## config.mk

```make
export PLATFORM = sky130hd
export DESIGN_NAME = adt7420_i2c_target
export DESIGN_NICKNAME = d
export VERILOG_FILES = /design/src/rtl/adt7420_i2c_target.sv
export SDC_FILE = /design/constraint.sdc
export NUM_CORES = 1
export LEC_CHECK = 0
export BUFFER_PORTS_ARGS = -buffer_cell sky130_fd_sc_hd__buf_2
export CORE_MARGIN = 2
export CORE_UTILIZATION = 61
export DETAILED_ROUTE_END_ITERATION = 8
export HOLD_SLACK_MARGIN = 0.03
export PLACE_DENSITY = 0.83
export SYNTH_ARGS = -nofsm -noshare
export SYNTH_HDL_FRONTEND = slang
export SYNTH_SLANG_ARGS = --single-unit
```

## constraint.sdc

```tcl
create_clock -name clk -period 3.5 [get_ports clk]
set_clock_uncertainty 0.2 [all_clocks]
set_input_delay 0.35 -clock clk [delete_from_list [all_inputs] [get_ports clk]]
set_output_delay 0.35 -clock clk [all_outputs]
set_load 0.02 [all_outputs]
```

## src/rtl/adt7420_i2c_target.sv

```systemverilog
// I2C target that mimics the ADT7420 register map, oversampling SCL/SDA on clk.
// Define ADT7420_I2C_TARGET_FILTER_EN to add a 4-sample glitch filter on SCL/SDA.
module adt7420_i2c_target #(
    parameter logic [6:0] ADDR      = 7'h48,
    parameter logic [7:0] DEVICE_ID = 8'hCB
) (
    input  logic        clk,
    input  logic        rst,
    input  logic        scl_in,
    input  logic        sda_in,
    output logic        sda_oe,
    input  logic [15:0] temp_data,
    output logic [7:0]  config_reg,
    output logic        busy,
    output logic        addr_hit,
    output logic [3:0]  state_dbg
);

    typedef enum logic [3:0] {
        S_IDLE,
        S_ADDR,
        S_ADDR_ACK,
        S_PTR,
        S_PTR_ACK,
        S_WDATA,
        S_WDATA_ACK,
        S_RDATA,
        S_RDATA_ACK
    } state_t;

    state_t      state;
    state_t      state_nxt;

    logic [1:0]  scl_sync;
    logic [1:0]  sda_sync;
    logic        scl_cur;
    logic        sda_cur;
    logic        scl_prev;
    logic        sda_prev;
    logic        scl_rise;
    logic        scl_fall;
    logic        start_det;
    logic        stop_det;

    logic [2:0]  bit_cnt;
    logic [7:0]  shreg;
    logic [7:0]  byte_in;
    logic [7:0]  rd_byte;
    logic [3:0]  ptr;
    logic [15:0] snapshot;
    logic        rw;
    logic        rd_ack;
    logic        last_bit;
    logic        addr_match;
    logic        sda_oe_nxt;
    logic        addr_hit_nxt;

    // Synchronizers reset to the idle bus level so reset release creates no events.
    always_ff @(posedge clk or posedge rst) begin
        if (rst) begin
            scl_sync <= 2'b11;
            sda_sync <= 2'b11;
        end else begin
            scl_sync <= {scl_sync[0], scl_in};
            sda_sync <= {sda_sync[0], sda_in};
        end
    end

`ifdef ADT7420_I2C_TARGET_FILTER_EN
    logic [2:0] scl_hist;
    logic [2:0] sda_hist;

    always_ff @(posedge clk or posedge rst) begin
        if (rst) begin
            scl_hist <= 3'b111;
            sda_hist <= 3'b111;
        end else begin
            scl_hist <= {scl_hist[1:0], scl_sync[1]};
            sda_hist <= {sda_hist[1:0], sda_sync[1]};
        end
    end

    // The edge register doubles as the held filter value until 4 samples agree.
    always_comb begin
        scl_cur = scl_prev;
        sda_cur = sda_prev;
        if (scl_hist == {3{scl_sync[1]}}) scl_cur = scl_sync[1];
        if (sda_hist == {3{sda_sync[1]}}) sda_cur = sda_sync[1];
    end
`else
    assign scl_cur = scl_sync[1];
    assign sda_cur = sda_sync[1];
`endif

    always_ff @(posedge clk or posedge rst) begin
        if (rst) begin
            scl_prev <= 1'b1;
            sda_prev <= 1'b1;
        end else begin
            scl_prev <= scl_cur;
            sda_prev <= sda_cur;
        end
    end

    assign scl_rise   = scl_cur & ~scl_prev;
    assign scl_fall   = ~scl_cur & scl_prev;
    assign start_det  = scl_cur & scl_prev & sda_prev & ~sda_cur;
    assign stop_det   = scl_cur & scl_prev & ~sda_prev & sda_cur;

    assign byte_in    = {shreg[6:0], sda_cur};
    assign last_bit   = scl_rise && (bit_cnt == 3'd7);
    assign addr_match = (byte_in[7:1] == ADDR);
    assign state_dbg  = state;

    always_comb begin
        case (ptr)
            4'h0:    rd_byte = snapshot[15:8];
            4'h1:    rd_byte = snapshot[7:0];
            4'h2:    rd_byte = 8'h80;
            4'h3:    rd_byte = config_reg;
            4'hB:    rd_byte = DEVICE_ID;
            default: rd_byte = 8'h00;
        endcase
    end

    always_ff @(posedge clk or posedge rst) begin
        if (rst) state <= S_IDLE;
        else     state <= state_nxt;
    end

    // In the target ACK states sda_oe itself marks whether the ACK low has begun.
    always_comb begin
        state_nxt = state;
        if (stop_det) begin
            state_nxt = S_IDLE;
        end else if (start_det) begin
            state_nxt = S_ADDR;
        end else begin
            case (state)
                S_IDLE:      state_nxt = S_IDLE;
                S_ADDR:      if (last_bit) state_nxt = addr_match ? S_ADDR_ACK : S_IDLE;
                S_ADDR_ACK:  if (scl_fall && sda_oe) state_nxt = rw ? S_RDATA : S_PTR;
                S_PTR:       if (last_bit) state_nxt = S_PTR_ACK;
                S_PTR_ACK:   if (scl_fall && sda_oe) state_nxt = S_WDATA;
                S_WDATA:     if (last_bit) state_nxt = S_WDATA_ACK;
                S_WDATA_ACK: if (scl_fall && sda_oe) state_nxt = S_WDATA;
                S_RDATA:     if (last_bit) state_nxt = S_RDATA_ACK;
                S_RDATA_ACK: begin
                    if (scl_rise && sda_cur)     state_nxt = S_IDLE;
                    else if (scl_fall && rd_ack) state_nxt = S_RDATA;
                end
                default:     state_nxt = S_IDLE;
            endcase
        end
    end

    always_comb begin
        sda_oe_nxt   = 1'b0;
        addr_hit_nxt = 1'b0;
        if (!(start_det || stop_det)) begin
            case (state)
                S_ADDR: addr_hit_nxt = last_bit && addr_match;
                S_ADDR_ACK, S_PTR_ACK, S_WDATA_ACK: begin
                    sda_oe_nxt = sda_oe;
                    if (scl_fall) begin
                        if (!sda_oe)
                            sda_oe_nxt = 1'b1;
                        else if (state == S_ADDR_ACK && rw)
                            sda_oe_nxt = ~rd_byte[7];
                        else
                            sda_oe_nxt = 1'b0;
                    end
                end
                S_RDATA: begin
                    sda_oe_nxt = sda_oe;
                    if (scl_fall && bit_cnt != 3'd0) sda_oe_nxt = ~shreg[~bit_cnt];
                end
                S_RDATA_ACK: begin
                    sda_oe_nxt = sda_oe;
                    if (scl_fall) sda_oe_nxt = rd_ack & ~rd_byte[7];
                end
                default: sda_oe_nxt = 1'b0;
            endcase
        end
    end

    always_ff @(posedge clk or posedge rst) begin
        if (rst) begin
            sda_oe     <= 1'b0;
            addr_hit   <= 1'b0;
            busy       <= 1'b0;
            config_reg <= 8'h00;
            ptr        <= 4'h0;
            snapshot   <= 16'h0000;
            bit_cnt    <= 3'd0;
            shreg      <= 8'h00;
            rw         <= 1'b0;
            rd_ack     <= 1'b0;
        end else begin
            sda_oe   <= sda_oe_nxt;
            addr_hit <= addr_hit_nxt;
            if (addr_hit_nxt)
                busy <= 1'b1;
            else if (stop_det || (state == S_ADDR && last_bit && !addr_match))
                busy <= 1'b0;

            if (start_det || stop_det) begin
                bit_cnt <= 3'd0;
                rd_ack  <= 1'b0;
            end else begin
                case (state)
                    S_ADDR, S_PTR, S_WDATA: begin
                        if (scl_rise) begin
                            shreg   <= byte_in;
                            bit_cnt <= bit_cnt + 3'd1;
                            if (last_bit) begin
                                // Snapshot only on a read match keeps MSB/LSB coherent.
                                if (state == S_ADDR && addr_match) begin
                                    rw <= sda_cur;
                                    if (sda_cur) snapshot <= temp_data;
                                end
                                if (state == S_PTR) ptr <= byte_in[3:0];
                                if (state == S_WDATA && ptr == 4'h3) config_reg <= byte_in;
                            end
                        end
                    end
                    S_ADDR_ACK, S_PTR_ACK, S_WDATA_ACK: begin
                        if (scl_fall && sda_oe) begin
                            bit_cnt <= 3'd0;
                            if (state == S_ADDR_ACK)  shreg <= rd_byte;
                            if (state == S_WDATA_ACK) ptr   <= ptr + 4'd1;
                        end
                    end
                    S_RDATA: begin
                        if (scl_rise) bit_cnt <= bit_cnt + 3'd1;
                    end
                    S_RDATA_ACK: begin
                        if (scl_rise && !sda_cur) begin
                            ptr    <= ptr + 4'd1;
                            rd_ack <= 1'b1;
                        end else if (scl_fall && rd_ack) begin
                            shreg   <= rd_byte;
                            bit_cnt <= 3'd0;
                            rd_ack  <= 1'b0;
                        end
                    end
                    default: ;
                endcase
            end
        end
    end

endmodule

```

==> impl_metrics.py, run 1 <==
metrics = {
    "setup_path": {
        "r2r_slack_ns": 0.87,
        "critPathKind": "reg2reg",
        "r2r_start": "state_dbg[0]$_DFFE_PP0P_",
        "reg2reg_to": "shreg[5]$_DFFE_PP0P_",
        "crit_start": "state_dbg[0]$_DFFE_PP0P_",
        "reg2reg_depth": 4,
        "cp.arrival_ns": 2.62,
        "crit_path_top_delay_cell": "a2111oi_4",
        "worstPathRequired_ns": 3.50,
        "path_cells": "nor4b_4 -> a21oi_2 -> a2111oi_4 -> mux2_2",
        "start_kind": "flop",
        "slowest_delay_ns": 0.66,
        "end_kind": "flop",
        "crit_fanout": 17,
    },
    "final_layout": {
        "area_delta_synth_final_pct": 10.32,
        "largest_reg_flops": 16,
        "drive_above_1_share_pct": 31.88,
        "fillers": 352,
        "num_antenna_cells": 0,
        "nets": 324,
        "fin_util_pct": 69.25,
    },
    "route": {
        "wirelength_um": 6506,
        "drc_errors": 0,
        "via_per_inst": 6.449,
        "drtIter0Drc": 334,
        "ant_nets": 0,
        "post_drt_wl_per_cell_um": 18.48,
        "num_vias": 2270,
        "dr.pass1.iters": 4,
    },
    "yosys": {
        "synthTopCellsByCount": "48 x dfrtp_1, 33 x mux2_2, 22 x o21ai_0",
        "synth-seq-cells": 54,
        "synth_most_common_cell": "dfrtp_1",
        "synth_top_area_share_pct": 40.78,
        "yosysWarningCount": 0,
        "ys_seq_area_share_pct": 46.13,
        "ys_async_sr_fraction_pct": 100.0,
        "synth_ff_type": "dfrtp_1",
        "ys_top_cells_by_area": "dfrtp_1 41%, mux2_2 13%, dfstp_2 5.4%",
        "synthCells": 269,
        "synthDistinctLibCells": 60,
        "syn_avg_cell_area_um2": 10.95,
        "syn-num-nets": 296,
        "synth_edf_count": 0,
        "yosys.area.top_type": "dfrtp_1",
        "mappedNetlistArea_um2": 2945,
    },
    "pwr": {
        "ir_drop_mv": 0.3904,
        "power_density_nw_per_um2": 690.2,
        "p_leak_nw": 1.440,
    },
    "timing": {
        "setup_viol": 0,
        "finalMaxSlewViolations": 0,
        "tightest_slew_ns": 1.100,
        "max_freq_mhz": 380.7,
        "min_period_over_period_pct": 75.06,
        "finalCriticalPeriod_ns": 2.627,
        "fin_ws_ns": 0.8730,
        "tns_ns": 0,
        "slew_headroom_pct": 26.55,
        "rsz0062_at_grt": "no",
        "hold_ws_ns": 0.05859,
        "hold_viol_final": 0,
    },
    "grt": {
        "overflow": 0,
        "busiest_layer": "met2",
        "antenna_found_initial": 0,
        "grtUsageMet3_pct": 4.938,
        "use_met1_pct": 36.46,
        "grt_max_degree": 55,
        "grt_pass1_vias": 2226,
        "grtUsageMet2_pct": 41.47,
        "grtUsageTotal_pct": 26.40,
        "grt_pass1_wl_um": 10920,
    },
    "cts": {
        "clock_latency_ns": 0.31,
        "htree_num_levels": 2,
        "cts_tree": "built",
        "clock-sinks": 54,
        "post_cts_buffers": 0,
        "cts_inserted_buffers": 5,
        "cts_root_buf": "clkbuf_8",
        "path_clk_slew_ns": 0.10,
        "cts_buffer_depth": 2,
    },
    "die": {
        "io-pin-count": 35,
        "rows": 25,
        "dieArea_um2": 5400,
        "die_w_um": 73.49,
        "die_h_um": 73.49,
        "initial_core_util_pct": 62.77,
        "core_area_um2": 4692,
    },
    "job": {
        "cap_violations": 0,
    },
    "place": {
        "hpwl_um": 4512,
        "portBuffers": 34,
        "place_ws_ns": 0.8892,
        "place.gp.congestion": 0.9004,
    },
    "worst_hold_path": {
        "hp-class": "in2reg",
        "min_to": "snapshot[14]$_DFFE_PP0P_",
        "holdCritStartpoint": "temp_data[14]",
        "holdPathStages": 2,
    },
    "status": {
        "status": "finished clean",
    },
}
per-layer routing:
layer  wire [um]  vias to the layer above
met2        3210                       79
met4         116                        0
li1            -                     1055
met5           0                        -
met1        2882                     1123
met3         297                       13
worst max-delay path by stage:
stage / endpoint / slack (ns) / cells after the start
after detailed placement: shreg[0]$_DFFE_PP0P_ / 0.89 / 4
after global placement: shreg[5]$_DFFE_PP0P_ / 0.99 / 4
final: shreg[5]$_DFFE_PP0P_ / 0.87 / 4
after CTS: shreg[0]$_DFFE_PP0P_ / 0.89 / 4
after floorplan: shreg[0]$_DFFE_PP0P_ / 1.19 / 5
after global routing: shreg[4]$_DFFE_PP0P_ / 0.74 / 4
cell usage in the layout, fill, tap and decap left out, drive strengths merged, types with 7 or more instances in the layout:
cell / synthesis / final
a21oi: 11 / 11
nor3: 7 / 7
mux2: 33 / 33
dfrtp: 48 / 48
nor2: 12 / 12
buf: 6 / 34
inv: 11 / 12
nand2: 20 / 20
ha: 7 / 7
o21ai: 22 / 22
critical path: cells and delay by family (launching register included):
kind | cells | cell delay [ns]
compound gates | 2 | 0.87
simple gates | 1 | 0.45
flops | 1 | 0.58
mux | 1 | 0.41
metrics by stage:
step,std cells,instance area [um2],power (W)
floorplan,269,2945,0.001581
global placement,342,3112,0.001771
detailed placement,342,3112,0.001794
CTS,352,3249,0.002231
global route,352,3249,0.002389
finish,352,3249,0.002243
where the power goes:
group	switching (W)	leakage, nW	internal [W]
Clock	0.000219	0.0563	0.000218
Sequential	0.000186	0.676	0.000724
Combinational	0.000499	0.707	0.000397
kinds of logic (layout without fill, tap and decap cells):
kind of cell | Yosys count | count (layout) | share of synthesized area, %
compound gates | 70 | 70 | 17.38
simple gates | 71 | 71 | 13.55
buf+inv | 26 | 55 | 3.823
flops | 54 | 54 | 46.13
mux | 40 | 40 | 15.85
fa+ha+maj | 7 | 7 | 2.974
xor+xnor | 1 | 1 | 0.2974
what timing repair did:
action                     CTS  global route
setup endpoints to repair    0             0
hold endpoints to repair     2             0
resized for setup            0             0
hold buffers                 2             0
cell type report:
| class | instances | area [um2] | area share [%] |
|---|---|---|---|
| clock inverter | 3 | 48.80 | 1.502 |
| sequential | 54 | 1359 | 41.82 |
| timing repair buffer | 36 | 190.2 | 5.853 |
| tap | 54 | 67.56 | 2.079 |
| inverter | 11 | 41.29 | 1.271 |
| clock buffer | 5 | 68.82 | 2.118 |
| multi-input combinational | 189 | 1474 | 45.36 |
Power figures use the tool's default switching activity.
==> run 2, diff against run 1 <==
ABC_AREA = 1   (was default)
CORE_UTILIZATION = 53   (was 61)
PLACE_DENSITY = 0.76   (was 0.83)
clock period = 2.1 ns   (was 3.5 ns; I/O delays follow)
==> impl_metrics.py, run 2 <==
metrics = {
    "setup_path": {
        "worstPathRequired_ns": 2.11,
        "start_kind": "flop",
        "worstSetupPathDepth": 9,
        "end_kind": "flop",
        "r2r_slack_ns": 0.16,
        "slowest_delay_ns": 0.57,
        "worst_path_most_repeated_cell": "nand2_1",
        "crit_start": "sda_sync[1]$_DFF_PP1_",
        "cp.arrival_ns": 1.95,
        "reg2reg_to": "ptr[3]$_DFFE_PP0P_",
        "critPathKind": "reg2reg",
        "crit_fanout": 11,
        "path_cells": "inv_4 -> nand4_1 -> nand2_4 -> nor2_1 -> nand2_1 -> nor2_4 -> nand2_1 -> nand2_1 -> nand2_1",
        "worst-path-buf-inv": 1,
        "r2r_start": "sda_sync[1]$_DFF_PP1_",
        "reg2reg_depth": 9,
        "endpoint": "ptr[3]$_DFFE_PP0P_",
        "crit_path_top_delay_cell": "dfstp_2",
        "crit_family": "simple AND/OR/NAND/NOR gates",
    },
    "route": {
        "num_vias": 3149,
        "via_per_inst": 5.365,
        "post_drt_wl_per_cell_um": 14.01,
        "drtIter0Drc": 177,
        "dr.pass1.iters": 5,
        "ant_nets": 0,
        "drc_errors": 0,
        "wirelength_um": 8224,
    },
    "place": {
        "place_ws_ns": 0.1283,
        "portBuffers": 34,
        "place.gp.congestion": 0.9241,
        "place_area_um2": 3478,
        "place_inst": 556,
        "hpwl_um": 5933,
    },
    "timing": {
        "max_freq_mhz": 516.1,
        "tightest_slew_ns": 0.4311,
        "hold_ws_ns": 0.1639,
        "fin_ws_ns": 0.1622,
        "rsz0062_at_grt": "no",
        "finalMaxSlewViolations": 0,
        "finalCriticalPeriod_ns": 1.938,
        "hold_viol_final": 0,
        "setup_viol": 0,
        "tns_ns": 0,
        "min_period_over_period_pct": 92.28,
        "slew_headroom_pct": 71.15,
    },
    "yosys": {
        "synth_ff_type": "dfrtp_1",
        "synthDistinctLibCells": 28,
        "yosysWarningCount": 0,
        "synth_most_common_cell": "nand2_1",
        "ys_top_cells_by_area": "dfrtp_1 37%, nand2_1 23%, nand3_1 10%",
        "synth_top_family_by_area": "simple AND/OR/NAND/NOR gates",
        "synthMuxAreaShare_pct": 0.7004,
        "syn-num-nets": 473,
        "synthXorXnorAreaFrac_pct": 0.2724,
        "ys_seq_area_share_pct": 42.26,
        "yosys.area.top_type": "dfrtp_1",
        "synth_edf_count": 0,
        "synthTopCellsByCount": "197 x nand2_1, 64 x nand3_1, 48 x dfrtp_1",
        "synthCells": 446,
        "synthSimpleGateAreaFrac_pct": 44.32,
        "synth_compound_area_share_pct": 3.074,
        "ys_async_sr_fraction_pct": 100.0,
        "synth_fa_ha_area_share_pct": 2.724,
        "synth_top_area_share_pct": 37.35,
        "mappedNetlistArea_um2": 3216,
        "syn_avg_cell_area_um2": 7.210,
        "synth-seq-cells": 54,
    },
    "grt": {
        "antenna_found_initial": 0,
        "grt_pass1_wl_um": 13700,
        "grt_max_degree": 22,
        "overflow": 0,
        "grt_pass1_vias": 3049,
        "grtUsageTotal_pct": 26.70,
    },
    "cts": {
        "htree_num_levels": 2,
        "cts_root_buf": "clkbuf_8",
        "path_clk_slew_ns": 0.10,
        "clock_latency_ns": 0.32,
        "cts_buffer_depth": 2,
        "cts_tree": "built",
        "clock-sinks": 54,
        "cts_inserted_buffers": 5,
    },
    "final_layout": {
        "stdcell_area_um2": 3826,
        "largest_reg_flops": 16,
        "area_delta_synth_final_pct": 18.99,
        "mostFrequentLayoutCells": "197 x nand2_1, 64 x nand3_1, 48 x dfrtp_1, 34 x buf_2, 29 x nor2_1",
        "nets": 538,
        "fillers": 511,
        "num_antenna_cells": 0,
        "drive_above_1_share_pct": 19.34,
        "layout_commonest_cell": "nand2_1",
        "instances_no_fill": 587,
    },
    "pwr": {
        "p_leak_nw": 2.068,
        "power_density_nw_per_um2": 632.7,
        "ir_drop_mv": 0.4388,
    },
    "die": {
        "io-pin-count": 35,
        "core_area_um2": 5886,
        "rows": 28,
        "die_h_um": 81.89,
        "dieArea_um2": 6706,
        "die_w_um": 81.89,
        "initial_core_util_pct": 54.63,
    },
    "status": {
        "status": "finished clean",
    },
    "job": {
        "cap_violations": 0,
    },
    "worst_hold_path": {
        "hp-class": "reg2reg",
    },
}
[run 2: cell count changes after synthesis, moves of 8 or more]
cell,delta
nor2_1,+18
nand2_1,+178
o21ai_0,-15
inv_1,+17
clkbuf_1,-8
nand3_1,+60
mux2_2,-31
[run 2: what timing repair did]
action / 4_1_cts / 5_1_grt
setup endpoints to repair: 0 / 4
hold buffers: 19 / 0
endpoints found under the hold margin: 37 / 0
gates resized for setup: 0 / 2
setup buffers: 0 / 4
[run 2: power breakdown]
group | total [W] | leakage [nW] | switching [W] | internal [W]
Clock | 0.000734 | 0.0563 | 0.000370 | 0.000364
Combinational | 0.000520 | 1.37 | 0.000333 | 0.000187
Sequential | 0.00117 | 0.643 | 0.0000720 | 0.00110
Total | 0.00242 | 2.07 | 0.000775 | 0.00165
[run 2: layer usage]
layer | global-route usage [%] | up-vias | part of all wire [%]
met1 | 34.02 | 1491 | 44
met5 | 0 | - | 0
li1 | - | 1532 | -
met2 | 46.83 | 106 | 49
met3 | 3.846 | 20 | 4.6
met4 | 8.167 | 0 | 2.2
[run 2: layout make-up]
cell class	instances	area, um2	share of cell area (%)
multi-input cells	347	1653	43.20
flip-flops and latches	54	1359	35.51
repair buffers	67	465.4	12.16
inverters	36	137.6	3.597
well taps	75	93.84	2.453
clock buffers	5	68.82	1.799
clock inverters	3	48.80	1.275
[run 2: kinds of logic after synthesis]
| group | after synthesis |
|---|---|
| AOI/OAI and AO/OA | 17 |
| muxes | 2 |
| xor gates and xnor gates | 1 |
| DFF | 54 |
| adders and majority gates | 7 |
| buffers and inverters | 45 |
| and+or+nand+nor | 320 |
[run 2: worst min path at each step]
stage,startpoint,endpoint,slack (ns),cells after the start
2_1_floorplan,scl_in,scl_sync[0]$_DFF_PP1_,0.01,0
3_3_place_gp,rst,snapshot[10]$_DFFE_PP0P_,0.02,2
5_1_grt,sda_sync[0]$_DFF_PP1_,sda_sync[1]$_DFF_PP1_,0.17,0
4_1_cts,sda_sync[0]$_DFF_PP1_,sda_sync[1]$_DFF_PP1_,0.17,0
3_5_place_dp,rst,snapshot[10]$_DFFE_PP0P_,0.03,2
6_report,sda_sync[0]$_DFF_PP1_,sda_sync[1]$_DFF_PP1_,0.16,0
[run 2: metrics by stage]
stage,total power [W],utilization [%]
after detailed placement,0.001657,59.10
after global routing,0.002561,65.01
after global placement,0.001649,59.10
after floorplan,0.001501,-
final,0.002421,65.01
after CTS,0.002416,64.33
==> run 3, diff against run 2 <==
--- a/config.mk
+++ b/config.mk
@@ -13,4 +13,5 @@
 export HOLD_SLACK_MARGIN = 0.03
 export PLACE_DENSITY = 0.76
+export SKIP_CTS_REPAIR_TIMING = 1
 export SYNTH_ARGS = -nofsm -noshare
 export SYNTH_HDL_FRONTEND = slang
==> constraint.sdc (replaced) <==
create_clock -name clk -period 2.1 [get_ports clk]
set_clock_uncertainty 0.2 [all_clocks]
set_input_delay 0.21 -clock clk [delete_from_list [all_inputs] [get_ports clk]]
set_output_delay 0.21 -clock clk [all_outputs]
set_load 0.05 [all_outputs]
==> impl_metrics.py, run 3 (same netlist as run 2, synthesis figures left out) <==
metrics = {
    "final_layout": {
        "layout_commonest_cell": "nand2_1",
        "seq_area_um2": 1359,
        "nets": 538,
        "area_delta_synth_final_pct": 18.99,
        "num_antenna_cells": 0,
        "mostFrequentLayoutCells": "197 x nand2_1, 64 x nand3_1, 48 x dfrtp_1, 34 x buf_2, 29 x nor2_1",
        "multi_input_area_um2": 1653,
        "largest_reg_flops": 16,
        "drive_above_1_share_pct": 19.34,
        "fillers": 511,
    },
    "place": {
        "hpwl_um": 5933,
        "portBuffers": 34,
        "place.gp.congestion": 0.9241,
    },
    "grt": {
        "grt_max_degree": 22,
        "grtUsageTotal_pct": 25.26,
        "grt_pass1_wl_um": 13030,
        "grt_pass1_vias": 2912,
        "overflow": 0,
        "antenna_found_initial": 0,
    },
    "die": {
        "dieArea_um2": 6706,
        "die_h_um": 81.89,
        "rows": 28,
        "initial_core_util_pct": 54.63,
        "core_area_um2": 5886,
        "die_w_um": 81.89,
        "io-pin-count": 35,
    },
    "cts": {
        "cts_inserted_buffers": 5,
        "path_clk_slew_ns": 0.10,
        "cts_buffer_depth": 2,
        "cts_root_buf": "clkbuf_8",
        "clock-sinks": 54,
        "htree_num_levels": 2,
        "clock_latency_ns": 0.32,
        "cts_tree": "built",
    },
    "timing": {
        "hold_viol_final": 0,
        "finalMaxSlewViolations": 0,
        "tns_ns": 0,
        "hold_ws_ns": 0.1636,
        "max_freq_mhz": 516.0,
        "tightest_slew_ns": 0.4184,
        "min_period_over_period_pct": 92.28,
        "finalCriticalPeriod_ns": 1.938,
        "slew_headroom_pct": 72.01,
        "setup_viol": 0,
        "rsz0062_at_grt": "no",
    },
    "route": {
        "via_per_inst": 5.397,
        "wirelength_um": 8237,
        "drtIter0Drc": 176,
        "wl_met1_um": 3553,
        "dr.pass1.iters": 5,
        "num_vias": 3168,
        "post_drt_wl_per_cell_um": 14.03,
        "wl_met3_um": 398,
        "drc_errors": 0,
        "highest_layer": "met4",
        "ant_nets": 0,
        "wl_met2_um": 4103,
    },
    "job": {
        "cap_violations": 0,
    },
    "setup_path": {
        "worstPathRequired_ns": 2.11,
        "end_kind": "flop",
        "crit_fanout": 11,
        "cp.arrival_ns": 1.95,
        "critPathKind": "reg2reg",
        "start_kind": "flop",
    },
    "pwr": {
        "p_leak_nw": 2.068,
        "ir_drop_mv": 0.4369,
        "power_density_nw_per_um2": 631.4,
    },
    "worst_hold_path": {
        "hp-class": "reg2reg",
    },
    "status": {
        "status": "finished clean",
    },
}
## run 3: path summary, 6_finish.rpt
| kind | from | endpoint | slack [ns] | cells after the start |
|---|---|---|---|---|
| worst min register to register | sda_sync[0]$_DFF_PP1_ | sda_sync[1]$_DFF_PP1_ | 0.16 | 0 |
| worst min-delay path | sda_sync[0]$_DFF_PP1_ | sda_sync[1]$_DFF_PP1_ | 0.16 | 0 |
| worst max register to register | sda_sync[1]$_DFF_PP1_ | ptr[3]$_DFFE_PP0P_ | 0.16 | 9 |
| min in group asynchronous | rst | config_reg[4]$_DFFE_PP0P_ | 0.24 | 3 |
| max in group asynchronous | rst | shreg[3]$_DFFE_PP0P_ | 0.84 | 4 |
| worst max-delay path | sda_sync[1]$_DFF_PP1_ | ptr[3]$_DFFE_PP0P_ | 0.16 | 9 |
## run 3: worst max-delay path, cell delays in order (launching register included)
cell     delay (ns)
dfstp_2        0.57
inv_4          0.05
nand4_1        0.16
nand2_4        0.14
nor2_1         0.13
nand2_1        0.09
nor2_4         0.22
nand2_1        0.14
nand2_1        0.08
nand2_1        0.05
## run 3: through the flow
step | setup WS [ns] | cell area [um2] | instances | total power, W | util [%]
2_1_floorplan | 0.06340 | 3216 | 446 | 0.001502 | -
3_3_place_gp | 0.1878 | 3478 | 556 | 0.001651 | 59.10
3_5_place_dp | 0.1283 | 3478 | 556 | 0.001659 | 59.10
4_1_cts | 0.09851 | 3596 | 564 | 0.002391 | 61.10
5_1_grt | 0.01189 | 3826 | 587 | 0.002562 | 65.01
6_report | 0.1620 | 3826 | 587 | 0.002416 | 65.01
## run 3: cell type report
cell class | instances | share of cell area (%)
Inverter | 36 | 3.597
Sequential cell | 54 | 35.51
Clock inverter | 3 | 1.275
Clock buffer | 5 | 1.799
Tap cell | 75 | 2.453
Multi-Input combinational cell | 347 | 43.20
Timing Repair Buffer | 67 | 12.16
## run 3: report_power, final
| group | internal, W | switching (W) | total (W) |
|---|---|---|---|
| combinational | 0.000187 | 0.000331 | 0.000518 |
| sequential | 0.00110 | 0.0000720 | 0.00117 |
| clock | 0.000364 | 0.000367 | 0.000731 |
| total | 0.00165 | 0.000770 | 0.00242 |
## run 3: metal layers
| metal | GRT usage [%] | vias up |
|---|---|---|
| li1 | - | 1531 |
| met1 | 32.75 | 1496 |
| met2 | 44.15 | 119 |
| met3 | 3.626 | 22 |
| met4 | 6.667 | 0 |
| met5 | 0 | - |
